**src/rtl/lcd_key_bus_scheduler_if.sv**
```systemverilog
// Signals exchanged between the bus scheduler, the LCD engine, the row buffer and the
// keyboard pins. The scheduler connects through the master modport.
interface lcd_key_bus_scheduler_if #(
  parameter int NCOLS = 9
);
  logic             lcd_busy;
  logic             lcd_run;
  logic             bus_oe;
  logic [NCOLS-1:0] key_col_n;
  logic [7:0]       key_row_n;
  logic             event_strobe;
  logic [3:0]       event_col;
  logic [7:0]       event_rows;
  logic             drain_timeout;

  modport master (
    input  lcd_busy, key_row_n,
    output lcd_run, bus_oe, key_col_n, event_strobe, event_col, event_rows, drain_timeout
  );

  modport slave (
    output lcd_busy, key_row_n,
    input  lcd_run, bus_oe, key_col_n, event_strobe, event_col, event_rows, drain_timeout
  );
endinterface

```
**src/rtl/lcd_key_bus_scheduler.sv**
```systemverilog
// Time-shares the 8-bit data bus between LCD refresh and keyboard scanning: pause LCD,
// drain, turn the bus around, strobe one column, debounce its rows, hand the bus back.
module lcd_key_bus_scheduler #(
  parameter int NCOLS         = 9,
  parameter int SCAN_PERIOD   = 48000,
  parameter int SETTLE        = 500,
  parameter int GUARD         = 4,
  parameter int DRAIN_TIMEOUT = 4096
) (
  input logic                     clk,
  input logic                     reset_n,
  lcd_key_bus_scheduler_if.master bus
);
  localparam int MAX_A = (SCAN_PERIOD > SETTLE) ? SCAN_PERIOD : SETTLE;
  localparam int MAX_B = (GUARD > DRAIN_TIMEOUT) ? GUARD : DRAIN_TIMEOUT;
  localparam int MAX_P = (MAX_A > MAX_B) ? MAX_A : MAX_B;
  localparam int CNT_W = $clog2(MAX_P + 1);

  localparam logic [CNT_W-1:0] RUN_LAST    = CNT_W'(SCAN_PERIOD - 1);
  localparam logic [CNT_W-1:0] DRAIN_LAST  = CNT_W'(DRAIN_TIMEOUT - 1);
  localparam logic [CNT_W-1:0] GUARD_LAST  = CNT_W'(GUARD - 1);
  localparam logic [CNT_W-1:0] SETTLE_LAST = CNT_W'(SETTLE - 1);
  localparam logic [CNT_W-1:0] CNT_ONE     = CNT_W'(1);
  localparam logic [3:0]       COL_LAST    = 4'(NCOLS - 1);
  localparam logic [NCOLS-1:0] COL_ONE     = NCOLS'(1);

  typedef enum logic [2:0] {RUN, DRAIN, TURN, DRIVE, SAMPLE, RESTORE} state_t;

  state_t           state_reg, state_next;
  logic [CNT_W-1:0] cnt_reg, cnt_next;
  logic [3:0]       col_reg, col_next;
  logic             lcd_run_reg, lcd_run_next;
  logic             bus_oe_reg, bus_oe_next;
  logic [NCOLS-1:0] key_col_n_reg, key_col_n_next;
  logic             event_strobe_reg, event_strobe_next;
  logic [3:0]       event_col_reg, event_col_next;
  logic [7:0]       event_rows_reg, event_rows_next;
  logic             drain_timeout_reg, drain_timeout_next;

  logic [7:0] raw;
  logic [7:0] deb_all  [NCOLS];
  logic [7:0] prev_all [NCOLS];
  logic       sample_en;
  logic       deb_update;

  assign raw        = ~bus.key_row_n;
  assign sample_en  = (state_reg == SAMPLE);
  // A new state is accepted only when two consecutive scans of the column agree.
  assign deb_update = (raw == prev_all[col_reg]) && (raw != deb_all[col_reg]);

  genvar gi;
  generate
    for (gi = 0; gi < NCOLS; gi++) begin : g_col
      logic [7:0] deb_reg;
      logic [7:0] prev_reg;

      always_ff @(posedge clk or negedge reset_n) begin
        if (!reset_n) begin
          deb_reg  <= '0;
          prev_reg <= '0;
        end else if (sample_en && (col_reg == 4'(gi))) begin
          prev_reg <= raw;
          if (deb_update) begin
            deb_reg <= raw;
          end
        end
      end

      assign deb_all[gi]  = deb_reg;
      assign prev_all[gi] = prev_reg;
    end
  endgenerate

  always_ff @(posedge clk or negedge reset_n) begin
    if (!reset_n) begin
      state_reg         <= RUN;
      cnt_reg           <= '0;
      col_reg           <= '0;
      lcd_run_reg       <= 1'b1;
      bus_oe_reg        <= 1'b1;
      key_col_n_reg     <= '1;
      event_strobe_reg  <= 1'b0;
      event_col_reg     <= '0;
      event_rows_reg    <= '0;
      drain_timeout_reg <= 1'b0;
    end else begin
      state_reg         <= state_next;
      cnt_reg           <= cnt_next;
      col_reg           <= col_next;
      lcd_run_reg       <= lcd_run_next;
      bus_oe_reg        <= bus_oe_next;
      key_col_n_reg     <= key_col_n_next;
      event_strobe_reg  <= event_strobe_next;
      event_col_reg     <= event_col_next;
      event_rows_reg    <= event_rows_next;
      drain_timeout_reg <= drain_timeout_next;
    end
  end

  always_comb begin
    state_next         = state_reg;
    cnt_next           = cnt_reg;
    col_next           = col_reg;
    lcd_run_next       = lcd_run_reg;
    bus_oe_next        = bus_oe_reg;
    key_col_n_next     = key_col_n_reg;
    event_strobe_next  = 1'b0;
    event_col_next     = event_col_reg;
    event_rows_next    = event_rows_reg;
    drain_timeout_next = 1'b0;

    case (state_reg)
      RUN: begin
        if (cnt_reg == RUN_LAST) begin
          cnt_next     = '0;
          lcd_run_next = 1'b0;
          state_next   = DRAIN;
        end else begin
          cnt_next = cnt_reg + CNT_ONE;
        end
      end
      DRAIN: begin
        // The bus is released only once the LCD is seen idle while paused.
        if (!bus.lcd_busy) begin
          cnt_next    = '0;
          bus_oe_next = 1'b0;
          state_next  = TURN;
        end else if (cnt_reg == DRAIN_LAST) begin
          cnt_next           = '0;
          drain_timeout_next = 1'b1;
          lcd_run_next       = 1'b1;
          state_next         = RUN;
        end else begin
          cnt_next = cnt_reg + CNT_ONE;
        end
      end
      TURN: begin
        if (cnt_reg == GUARD_LAST) begin
          cnt_next       = '0;
          key_col_n_next = ~(COL_ONE << col_reg);
          state_next     = DRIVE;
        end else begin
          cnt_next = cnt_reg + CNT_ONE;
        end
      end
      DRIVE: begin
        if (cnt_reg == SETTLE_LAST) begin
          cnt_next   = '0;
          state_next = SAMPLE;
        end else begin
          cnt_next = cnt_reg + CNT_ONE;
        end
      end
      SAMPLE: begin
        if (deb_update) begin
          event_strobe_next = 1'b1;
          event_col_next    = col_reg;
          event_rows_next   = raw;
        end
        key_col_n_next = '1;
        state_next     = RESTORE;
      end
      RESTORE: begin
        if (cnt_reg == GUARD_LAST) begin
          cnt_next     = '0;
          bus_oe_next  = 1'b1;
          lcd_run_next = 1'b1;
          col_next     = (col_reg == COL_LAST) ? 4'd0 : col_reg + 4'd1;
          state_next   = RUN;
        end else begin
          cnt_next = cnt_reg + CNT_ONE;
        end
      end
      default: state_next = RUN;
    endcase
  end

  assign bus.lcd_run       = lcd_run_reg;
  assign bus.bus_oe        = bus_oe_reg;
  assign bus.key_col_n     = key_col_n_reg;
  assign bus.event_strobe  = event_strobe_reg;
  assign bus.event_col     = event_col_reg;
  assign bus.event_rows    = event_rows_reg;
  assign bus.drain_timeout = drain_timeout_reg;
endmodule

```
**src/flat_wrapper.sv**
```systemverilog
// flat-port wrapper written by rule: the top's interface ports become plain ports
module lcd_key_bus_scheduler_flat 
#(
  parameter int NCOLS         = 9,
  parameter int SCAN_PERIOD   = 48000,
  parameter int SETTLE        = 500,
  parameter int GUARD         = 4,
  parameter int DRAIN_TIMEOUT = 4096
)
  (clk, reset_n, bus_lcd_busy, bus_key_row_n, bus_lcd_run, bus_bus_oe, bus_key_col_n, bus_event_strobe, bus_event_col, bus_event_rows, bus_drain_timeout);
  lcd_key_bus_scheduler_if #(.NCOLS(NCOLS)) bus_i ();
  input logic clk;
  input logic reset_n;
  input wire logic [$bits(bus_i.lcd_busy)-1:0] bus_lcd_busy;
  input wire logic [$bits(bus_i.key_row_n)-1:0] bus_key_row_n;
  output wire logic [$bits(bus_i.lcd_run)-1:0] bus_lcd_run;
  output wire logic [$bits(bus_i.bus_oe)-1:0] bus_bus_oe;
  output wire logic [$bits(bus_i.key_col_n)-1:0] bus_key_col_n;
  output wire logic [$bits(bus_i.event_strobe)-1:0] bus_event_strobe;
  output wire logic [$bits(bus_i.event_col)-1:0] bus_event_col;
  output wire logic [$bits(bus_i.event_rows)-1:0] bus_event_rows;
  output wire logic [$bits(bus_i.drain_timeout)-1:0] bus_drain_timeout;
  assign bus_i.lcd_busy = bus_lcd_busy;
  assign bus_i.key_row_n = bus_key_row_n;
  assign bus_lcd_run = bus_i.lcd_run;
  assign bus_bus_oe = bus_i.bus_oe;
  assign bus_key_col_n = bus_i.key_col_n;
  assign bus_event_strobe = bus_i.event_strobe;
  assign bus_event_col = bus_i.event_col;
  assign bus_event_rows = bus_i.event_rows;
  assign bus_drain_timeout = bus_i.drain_timeout;
  lcd_key_bus_scheduler #(.NCOLS(NCOLS), .SCAN_PERIOD(SCAN_PERIOD), .SETTLE(SETTLE), .GUARD(GUARD), .DRAIN_TIMEOUT(DRAIN_TIMEOUT)) u_core (.clk(clk), .reset_n(reset_n), .bus(bus_i));
endmodule
```
**config.mk**
```make
export PLATFORM = sky130hd
export DESIGN_NAME = lcd_key_bus_scheduler_flat
export DESIGN_NICKNAME = d
export VERILOG_FILES = /design/src/rtl/lcd_key_bus_scheduler_if.sv /design/src/rtl/lcd_key_bus_scheduler.sv /design/src/flat_wrapper.sv
export SDC_FILE = /design/constraint.sdc
export NUM_CORES = 1
export LEC_CHECK = 0
export ABC_AREA = 1
export CAP_MARGIN = 20
export CORE_ASPECT_RATIO = 1.5
export CORE_MARGIN = 1
export CORE_UTILIZATION = 30
export CTS_CLUSTER_SIZE = 30
export DETAILED_ROUTE_END_ITERATION = 10
export GPL_ROUTABILITY_DRIVEN = 0
export MAX_ROUTING_LAYER = met4
export PLACE_DENSITY = 0.57
export REMOVE_ABC_BUFFERS = 1
export SLEW_MARGIN = 10
export SYNTH_ARGS = -nofsm -noshare
export SYNTH_HDL_FRONTEND = slang
export SYNTH_SLANG_ARGS = --single-unit
export TNS_END_PERCENT = 10
```
**constraint.sdc**
```tcl
create_clock -name clk -period 4.5 [get_ports clk]
set_input_delay 0.9 -clock clk [delete_from_list [all_inputs] [get_ports clk]]
set_output_delay 0.9 -clock clk [all_outputs]
set_load 0.05 [all_outputs]
```
Word level (Yosys, flattened, before mapping). Cells that the tools add are included.

Bits in registers: 192. Bits of input ports: 11. Output and inout bits: 25. Logic and storage cells: 128.

Add/subtract/negate cells: 2. Order comparisons: 1. Equality and inequality tests: 27. Shift-type cells: 1. Mux-type cells: 34. Bitwise logic cells: 3. Reduce and logical (&&, ||, !) cells: 32.

Operators by type and width (number): two-way mux 16 bit (5); binary-select mux 8 bit (select 4 bit) (2); one-hot mux 16 bit (4 select lines) (1); two-way mux 8 bit (4); AND reduction 2 bit (12); two-way mux 3 bit (6); one-hot mux 3 bit (6 select lines) (1); one-hot mux 9 bit (2 select lines) (1); adder 16 x 1 -> 16 bit, second input constant (1); equality test 16 x 12 -> 1 bit, second input constant (1); equality test 16 bit, second input constant (1); equality test 16 x 2 -> 1 bit, second input constant (1); equality test 16 x 9 -> 1 bit, second input constant (1); equality test 4 x 3 -> 1 bit, second input constant (4); logical AND 1 bit (10); two-way mux 1 bit (10); != test 2 x 1 -> 1 bit, second input constant (5); AND reduction 5 bit (2); two-way mux 9 bit (1); NOT 9 bit (1); << shifter 1 x 4 -> 9 bit, first input constant (1); equality test 4 x 2 -> 1 bit, second input constant (2); equality test 8 bit (1); != test 8 bit (1); 21 further kinds (25).

Depth between registers and ports, before layout. Gate-level depths: netlist of run 1.

Word-level depth: 8. Depth in mapped cells: 17. Gate-level depth less buffers: 15.

Worst setup path after synthesis of run 1. OpenSTA, ideal clock, no wires.

Path kind: register -> register. From: reg u_core.col_reg[1]. To: reg u_core.g_col[4].deb_reg[0]. Library setup time: 0.066 ns. Data arrival time: 2.184 ns. Required time: 4.434 ns. Setup slack: 2.249 ns. Cell stages (with the launch flop): 10. Path buffers: 3. Clock period less this slack: 2.251 ns. Path through: dfrtp_1 > buf_2 > inv_2 > clkbuf_1 > ha_1 > inv_1 > nor3_1 > clkbuf_1 > nand4_1 > nand2_1.

Cells in the longest elaborated chain, start to end: 7.

Ends and longest elaborated chain: start: declaration (line lcd_key_bus_scheduler.sv:31) `logic [3:0] col_reg, col_next;`; start signal: assignment (line lcd_key_bus_scheduler.sv:89) `col_reg <= col_next;`; NOT 4 -> 5 bit (implied by the code) (line lcd_key_bus_scheduler.sv:49) `assign deb_update = (raw == prev_all[col_reg]) && (raw != deb_all[col_reg]);`; binary-select mux 8 bit (select 4 bit) (line lcd_key_bus_scheduler.sv:49); two-way mux 8 bit (implied by the code) (2 in a row) (line lcd_key_bus_scheduler.sv:49); equality test 8 bit or != test 8 bit (tied branches) (line lcd_key_bus_scheduler.sv:49); logical AND 1 bit (line lcd_key_bus_scheduler.sv:49); AND reduction 2 bit (no source line) *; end signal: assignment (line lcd_key_bus_scheduler.sv:64) `deb_reg <= raw;`; end: declaration (line lcd_key_bus_scheduler.sv:54) `logic [7:0] deb_reg;`.

Mark *: on every way between the ends. The rest lies on a longest branch, timed or not. The select of a mux whose other input is x is not followed. A chain may end at the register's enable or synchronous reset.

Worst setup path in the final report of run 1.
From: reg u_core.col_reg[2]. To: reg u_core.g_col[3].deb_reg[1].

Cells in the longest elaborated chain, start to end: 7.

Ends and longest elaborated chain (line): NOT 4 -> 5 bit (implied by the code) (lcd_key_bus_scheduler.sv:49); binary-select mux 8 bit (select 4 bit) (lcd_key_bus_scheduler.sv:49); two-way mux 8 bit (implied by the code) (2 in a row) (lcd_key_bus_scheduler.sv:49); equality test 8 bit or != test 8 bit (tied branches) (lcd_key_bus_scheduler.sv:49); logical AND 1 bit (lcd_key_bus_scheduler.sv:49); AND reduction 2 bit (no source line) *; end signal: assignment (lcd_key_bus_scheduler.sv:64); end: declaration (lcd_key_bus_scheduler.sv:54).

Marks and branches as above.

==> results of run 1 <==
## synthesized netlist by cell type (7+ instances only)
| cell | n | share of area (%) |
|---|---|---|
| nand2_1 | 436 | 16 |
| dfrtp_1 | 181 | 45 |
| inv_1 | 128 | 4.8 |
| nand4_1 | 108 | 6.7 |
| nand3_1 | 95 | 4.7 |
| o21ai_0 | 84 | 4.2 |
| nor2_1 | 66 | 2.5 |
| clkbuf_1 | 34 | 1.3 |
| buf_2 | 30 | 1.5 |
| a21oi_1 | 25 | 1.2 |
| o211ai_1 | 21 | 1.6 |
| or2_2 | 19 | 1.2 |
| nor3_1 | 14 | 0.70 |
| o21ai_1 | 12 | 0.60 |
| clkinv_1 | 11 | 0.41 |
| dfstp_2 | 11 | 2.9 |
| buf_4 | 10 | 0.74 |
| nand3_2 | 8 | 0.79 |
| ha_1 | 7 | 0.87 |
## cell families after synthesis
kind of cell / after synthesis
xor gates and xnor gates: 7
adders and majority gates: 7
DFF: 192
AOI/OAI and AO/OA: 147
buffers and inverters: 223
and+or+nand+nor: 756
## worst max-delay path, stage by stage (launching register included)
cell and delay, ps:
dfrtp_1 440, inv_2 190, nor2_2 610, inv_1 350, nor2_1 140, o21ai_0 100, nand3_1 180, nand2_1 110
nand2_1 110, nand2_1 70, nand2_1 60, nor2_1 40, nand2_2 90, buf_12 350, nand3_2 290, nand2_1 130
nand2_1 60
## metal layers
metal	GRT usage, %	up-vias
met2	32.4	244
met1	22.6	4327
met3	2.82	59
met5	-	-
met4	8.69	0
li1	-	4365
## power breakdown
group          total (mW)  switching (mW)  internal [mW]
clock                1.55           0.673          0.875
combinational       0.108          0.0857         0.0224
sequential           1.73         0.00195           1.73
## final cells by class
cell class | instances | share of cell area, %
sequential | 192 | 41.9
multi-input combinational | 917 | 37.9
timing repair buffer | 72 | 5.92
inverter | 144 | 4.69
tap | 415 | 4.51
clock buffer | 23 | 4.24
clock inverter | 8 | 0.913
## metrics by stage
step           total power [mW]  instances  hold slack [ps]  setup TNS [ps]
6_report                   3.39       1771              467               0
5_1_grt                    3.50       1771              488               0
4_1_cts                    3.43       1771              468               0
3_5_place_dp               1.87       1740              450               0
3_3_place_gp               1.87       1740              447               0
2_1_floorplan              1.79       1253              434          -71830
## worst min-delay path by stage
stage	slack, ps	end	from
2_1_floorplan	430	u_core.g_col[0].deb_reg[0]$_DFFE_PN0P_	u_core.g_col[0].deb_reg[0]$_DFFE_PN0P_
5_1_grt	490	u_core.g_col[3].deb_reg[7]$_DFFE_PN0P_	u_core.g_col[3].deb_reg[7]$_DFFE_PN0P_
3_3_place_gp	450	u_core.g_col[0].deb_reg[6]$_DFFE_PN0P_	u_core.g_col[0].deb_reg[6]$_DFFE_PN0P_
3_5_place_dp	450	u_core.g_col[6].deb_reg[5]$_DFFE_PN0P_	u_core.g_col[6].deb_reg[5]$_DFFE_PN0P_
4_1_cts	470	u_core.g_col[6].deb_reg[5]$_DFFE_PN0P_	u_core.g_col[6].deb_reg[5]$_DFFE_PN0P_
6_report	470	u_core.g_col[6].deb_reg[2]$_DFFE_PN0P_	u_core.g_col[6].deb_reg[2]$_DFFE_PN0P_
==> impl_metrics.env, run 1 <==
export IMPL_multi_input_area_mm2=0.00436
export IMPL_synth_top_family_by_area="simple AND/OR/NAND/NOR gates"
export IMPL_final_area_mm2=0.0115
export IMPL_io_pin_count=36
export IMPL_fmax_mhz=286
export IMPL_layout_nets=1362
export IMPL_end_kind="flip-flop"
export IMPL_worst_pin_slew_ps=835
export IMPL_cts_setup_buffers=0
export IMPL_cts_tree="built"
export IMPL_fillCellCount=3474
export IMPL_core_area_mm2=0.0328
export IMPL_hold_class="flip-flop to flip-flop"
export IMPL_synth_simple_area_share_pct=33.5
export IMPL_synth_edff_count=0
export IMPL_cts_sinks=192
export IMPL_period_minus_slack_ps=3490
export IMPL_finalWorstSetupSlack_ps=1010
export IMPL_report_final_setup_viol=0
export IMPL_rrSetupSlack_ps=1010
export IMPL_synth_area_mux_share_pct=0
export IMPL_arrival_ps=3830
export IMPL_final_cell_mix="435 x nand2_1, 180 x dfrtp_1, 128 x inv_1"
export IMPL_die_w_um=152
export IMPL_r2r_end="u_core.g_col[3].deb_reg[1]$_DFFE_PN0P_"
export IMPL_drt_iter0_drc=876
export IMPL_post_route_period_util_pct=77.6
export IMPL_synthFlopType="dfrtp_1"
export IMPL_report_final_slew_viol_count=0
export IMPL_synthAdderAreaFrac_pct=0.869
export IMPL_cts_root_buf="clkbuf_16"
export IMPL_clock_latency_ps=460
export IMPL_ant_nets=0
export IMPL_clock_skew_ps=11.7
export IMPL_register_area_mm2=0.00482
export IMPL_post_route_util_pct=35.1
export IMPL_first_global_vias=8817
export IMPL_h_tree_depth=4
export IMPL_rows=81
export IMPL_final_hold_viol_count=0
export IMPL_grt_overflow_total=0
export IMPL_port_buffers=35
export IMPL_yosysUniqueCellTypes=33
export IMPL_grt_usage_pct=19.3
export IMPL_synth_seq_cells=192
export IMPL_grt_pass1_wl_um=48800
export IMPL_ys_warnings_count=0
export IMPL_postSynthAreaPerCell_um2=7.57
export IMPL_viasPerCell=5.08
export IMPL_power_density_mw_per_mm2=294
export IMPL_synth_compound_area_share_pct=7.93
export IMPL_hold_depth=2
export IMPL_wirelength_um=30200
export IMPL_drcViolationCount=0
export IMPL_status="completed"
export IMPL_leakage_nw=5.51
export IMPL_dieArea_mm2=0.0344
export IMPL_postCtsResizedCells=0
export IMPL_antenna_found_initial=0
export IMPL_place_hpwl_um=20000
export IMPL_fp_dieH_um=227
export IMPL_dp_slack_ps=918
export IMPL_synth_async_sr_flop_share_pct=100
export IMPL_synth_xor_area_share_pct=0.608
export IMPL_vias=8995
export IMPL_wirelength_met1_um=12400
export IMPL_wl_met3_um=1390
export IMPL_max_slew_margin_pct=44.0
export IMPL_highest_layer="met4"
export IMPL_crit_path_start="u_core.col_reg[2]$_DFFE_PN0P_"
export IMPL_yosysSeqAreaShare_pct=47.8
export IMPL_numCtsBuffers=17
export IMPL_grt_max_degree=94
export IMPL_place_area_mm2=0.0109
export IMPL_wl_per_cell_um=17.1
export IMPL_cap_violations=0
export IMPL_post_synth_inst_count=1332
export IMPL_path_class="flip-flop to flip-flop"
export IMPL_drive_gt1_share_pct=9.07
export IMPL_rsz0062_at_grt="false"
export IMPL_start_util_pct=30.7
export IMPL_drt_pass1_iter_count=5
export IMPL_final_common_cell="nand2_1"
export IMPL_dr_wl_met2_um=15400
export IMPL_path_clk_slew_ps=70
export IMPL_crit_required_ps=4840
export IMPL_n_antenna_cell=0
export IMPL_r2r_start="u_core.col_reg[2]$_DFFE_PN0P_"
export IMPL_syn_area_mm2=0.0101
export IMPL_peakVddDrop_mv=0.263
export IMPL_crit_path_max_fanout=93
export IMPL_cp_start_kind="flip-flop"
export IMPL_cp_endpoint="u_core.g_col[3].deb_reg[1]$_DFFE_PN0P_"
export IMPL_cts_hold_buf=0
export IMPL_clockBufferDepth=2
export IMPL_worstRegToRegCells=16
export IMPL_areaGrowthSynthToFinish_pct=14.2
No activity file was read; power rests on OpenSTA's default activity.
==> run 2: changes to the inputs <==
- PLACE_DENSITY: 0.57 -> 0.59
- clock period: 4.5 -> 3.2 ns (I/O delays scaled with it)
==> run 2 against run 1 <==
Effect of this change:
- clock-buffer cell count down 2
- first-iteration DRC count down 15%
- non-clock buffer count increased by 19
- critical path depth shrank 1
- register-to-register slack lost 640 ps
- sequential share of layout area down 0.93 points
- critical path type unchanged
- total power is 47% higher
- flip-flop and latch count stayed put
- largest cell class unchanged
==> impl_metrics.env, run 2 (synthesis results as in run 1) <==
export IMPL_crit_required_ps=3540
export IMPL_crit_path_max_fanout=31
export IMPL_dieArea_mm2=0.0344
export IMPL_first_global_vias=8875
export IMPL_cts_root_buf="clkbuf_16"
export IMPL_io_pin_count=36
export IMPL_wl_per_cell_um=16.4
export IMPL_clock_latency_ps=460
export IMPL_grt_max_degree=83
export IMPL_layout_nets=1381
export IMPL_final_hold_viol_count=0
export IMPL_max_slew_margin_pct=53.1
export IMPL_report_final_setup_viol=0
export IMPL_n_antenna_cell=0
export IMPL_fp_dieH_um=227
export IMPL_post_route_util_pct=35.9
export IMPL_place_hpwl_um=20300
export IMPL_fmax_mhz=353
export IMPL_finalWorstSetupSlack_ps=367
export IMPL_combPwrFrac_pct=3.3
export IMPL_cp_start_kind="flip-flop"
export IMPL_clock_skew_ps=10.9
export IMPL_grtUsageMet3_pct=3.42
export IMPL_h_tree_depth=4
export IMPL_report_final_slew_viol_count=0
export IMPL_worst_pin_slew_ps=703
export IMPL_leakage_nw=5.65
export IMPL_die_w_um=152
export IMPL_wirelength_um=29400
export IMPL_setup_tns_final_ps=0
export IMPL_rows=81
export IMPL_final_cell_mix="435 x nand2_1, 180 x dfrtp_1, 128 x inv_1"
export IMPL_drt_iter0_drc=746
export IMPL_arrival_ps=3180
export IMPL_status="completed"
export IMPL_power_frac_clock_pct=47.8
export IMPL_busiest_layer="met2"
export IMPL_cts_hold_buf=0
export IMPL_end_kind="flip-flop"
export IMPL_switchingPower_mw=1.12
export IMPL_p_seq_share_pct=48.9
export IMPL_viasPerCell=5.02
export IMPL_grtUsageMet1_pct=21.3
export IMPL_path_clk_slew_ps=70
export IMPL_gr_usage_met2_pct=31.5
export IMPL_postCtsResizedCells=0
export IMPL_place_area_mm2=0.0111
export IMPL_final_area_mm2=0.0118
export IMPL_drcViolationCount=0
export IMPL_start_util_pct=30.7
export IMPL_port_buffers=35
export IMPL_cap_violations=0
export IMPL_hold_class="input pin to asynchronous set/reset pin"
export IMPL_p_sw_share_pct=22.6
export IMPL_grt_usage_pct=18.8
export IMPL_antenna_found_initial=0
export IMPL_areaGrowthSynthToFinish_pct=16.8
export IMPL_core_area_mm2=0.0328
export IMPL_drive_gt1_share_pct=10.5
export IMPL_vias=8982
export IMPL_grt_overflow_total=0
export IMPL_drt_pass1_iter_count=5
export IMPL_cellInternalPower_mw=3.85
export IMPL_post_route_period_util_pct=88.5
export IMPL_final_common_cell="nand2_1"
export IMPL_cts_setup_buffers=0
export IMPL_ant_nets=0
export IMPL_period_minus_slack_ps=2830
export IMPL_clockBufferDepth=2
export IMPL_cts_tree="built"
export IMPL_peakVddDrop_mv=0.333
export IMPL_rsz0062_at_grt="false"
export IMPL_cts_sinks=192
export IMPL_path_class="flip-flop to flip-flop"
export IMPL_dp_slack_ps=335
export IMPL_grt_pass1_wl_um=48100
export IMPL_numCtsBuffers=17
export IMPL_power_density_mw_per_mm2=423
==> run 2: per-stage QoR <==
stage	total power, mW	hold WS [ps]	std cells
after floorplan	2.52	344	1253
after global placement	2.65	445	1759
after detailed placement	2.65	453	1759
after CTS	5.02	234	1791
after global routing	5.12	269	1791
final	4.97	228	1791
==> run 2: worst paths after layout <==
path / startpoint / endpoint / slack (ps) / cells past startpoint
max reg2reg: u_core.col_reg[2]$_DFFE_PN0P_ / u_core.g_col[1].deb_reg[6]$_DFFE_PN0P_ / 370 / 15
max: u_core.col_reg[2]$_DFFE_PN0P_ / u_core.g_col[1].deb_reg[6]$_DFFE_PN0P_ / 370 / 15
min in group clk: u_core.g_col[3].deb_reg[7]$_DFFE_PN0P_ / u_core.g_col[3].deb_reg[7]$_DFFE_PN0P_ / 470 / 2
min reg2reg: u_core.g_col[3].deb_reg[7]$_DFFE_PN0P_ / u_core.g_col[3].deb_reg[7]$_DFFE_PN0P_ / 470 / 2
min: reset_n / u_core.state_reg[2]$_DFFE_PN0P_ / 230 / 1
max in group asynchronous: reset_n / u_core.g_col[1].deb_reg[2]$_DFFE_PN0P_ / 2050 / 2
==> run 2: critical path, cell delays in order, from the launching register on <==
cell	delay [ps]
dfrtp_1	430
inv_2	170
nor2_2	190
buf_12	230
o211ai_1	110
nand3_1	220
o21ai_0	150
nand2_1	80
nand2_1	70
nand2_1	70
nor2_1	40
nand2_2	160
buf_4	310
nand3_2	250
nand2_1	140
nand2_1	60
==> run 2: per-layer routing <==
layer	routed length [um]	vias up
met5	0	-
met4	1160	0
met3	1150	69
met2	15000	204
met1	12100	4317
li1	-	4392
==> run 2: final cells by class <==
class / count / area, um2
timing repair buffer: 91 / 887
fill: 3475 / 21100
multi-input combinational: 917 / 4360
tap: 415 / 519
sequential: 192 / 4820
inverter: 144 / 541
clock inverter: 11 / 178
clock buffer: 21 / 470
==> run 2: power by group through the flow <==
stage | registers, mW | clock network, mW | logic, mW
6_report | 2.43 | 2.38 | 0.163
5_1_grt | 2.43 | 2.51 | 0.182
4_1_cts | 2.43 | 2.42 | 0.167
3_5_place_dp | 2.48 | 0 | 0.166
3_3_place_gp | 2.48 | 0 | 0.166
2_1_floorplan | 2.48 | 0 | 0.0380
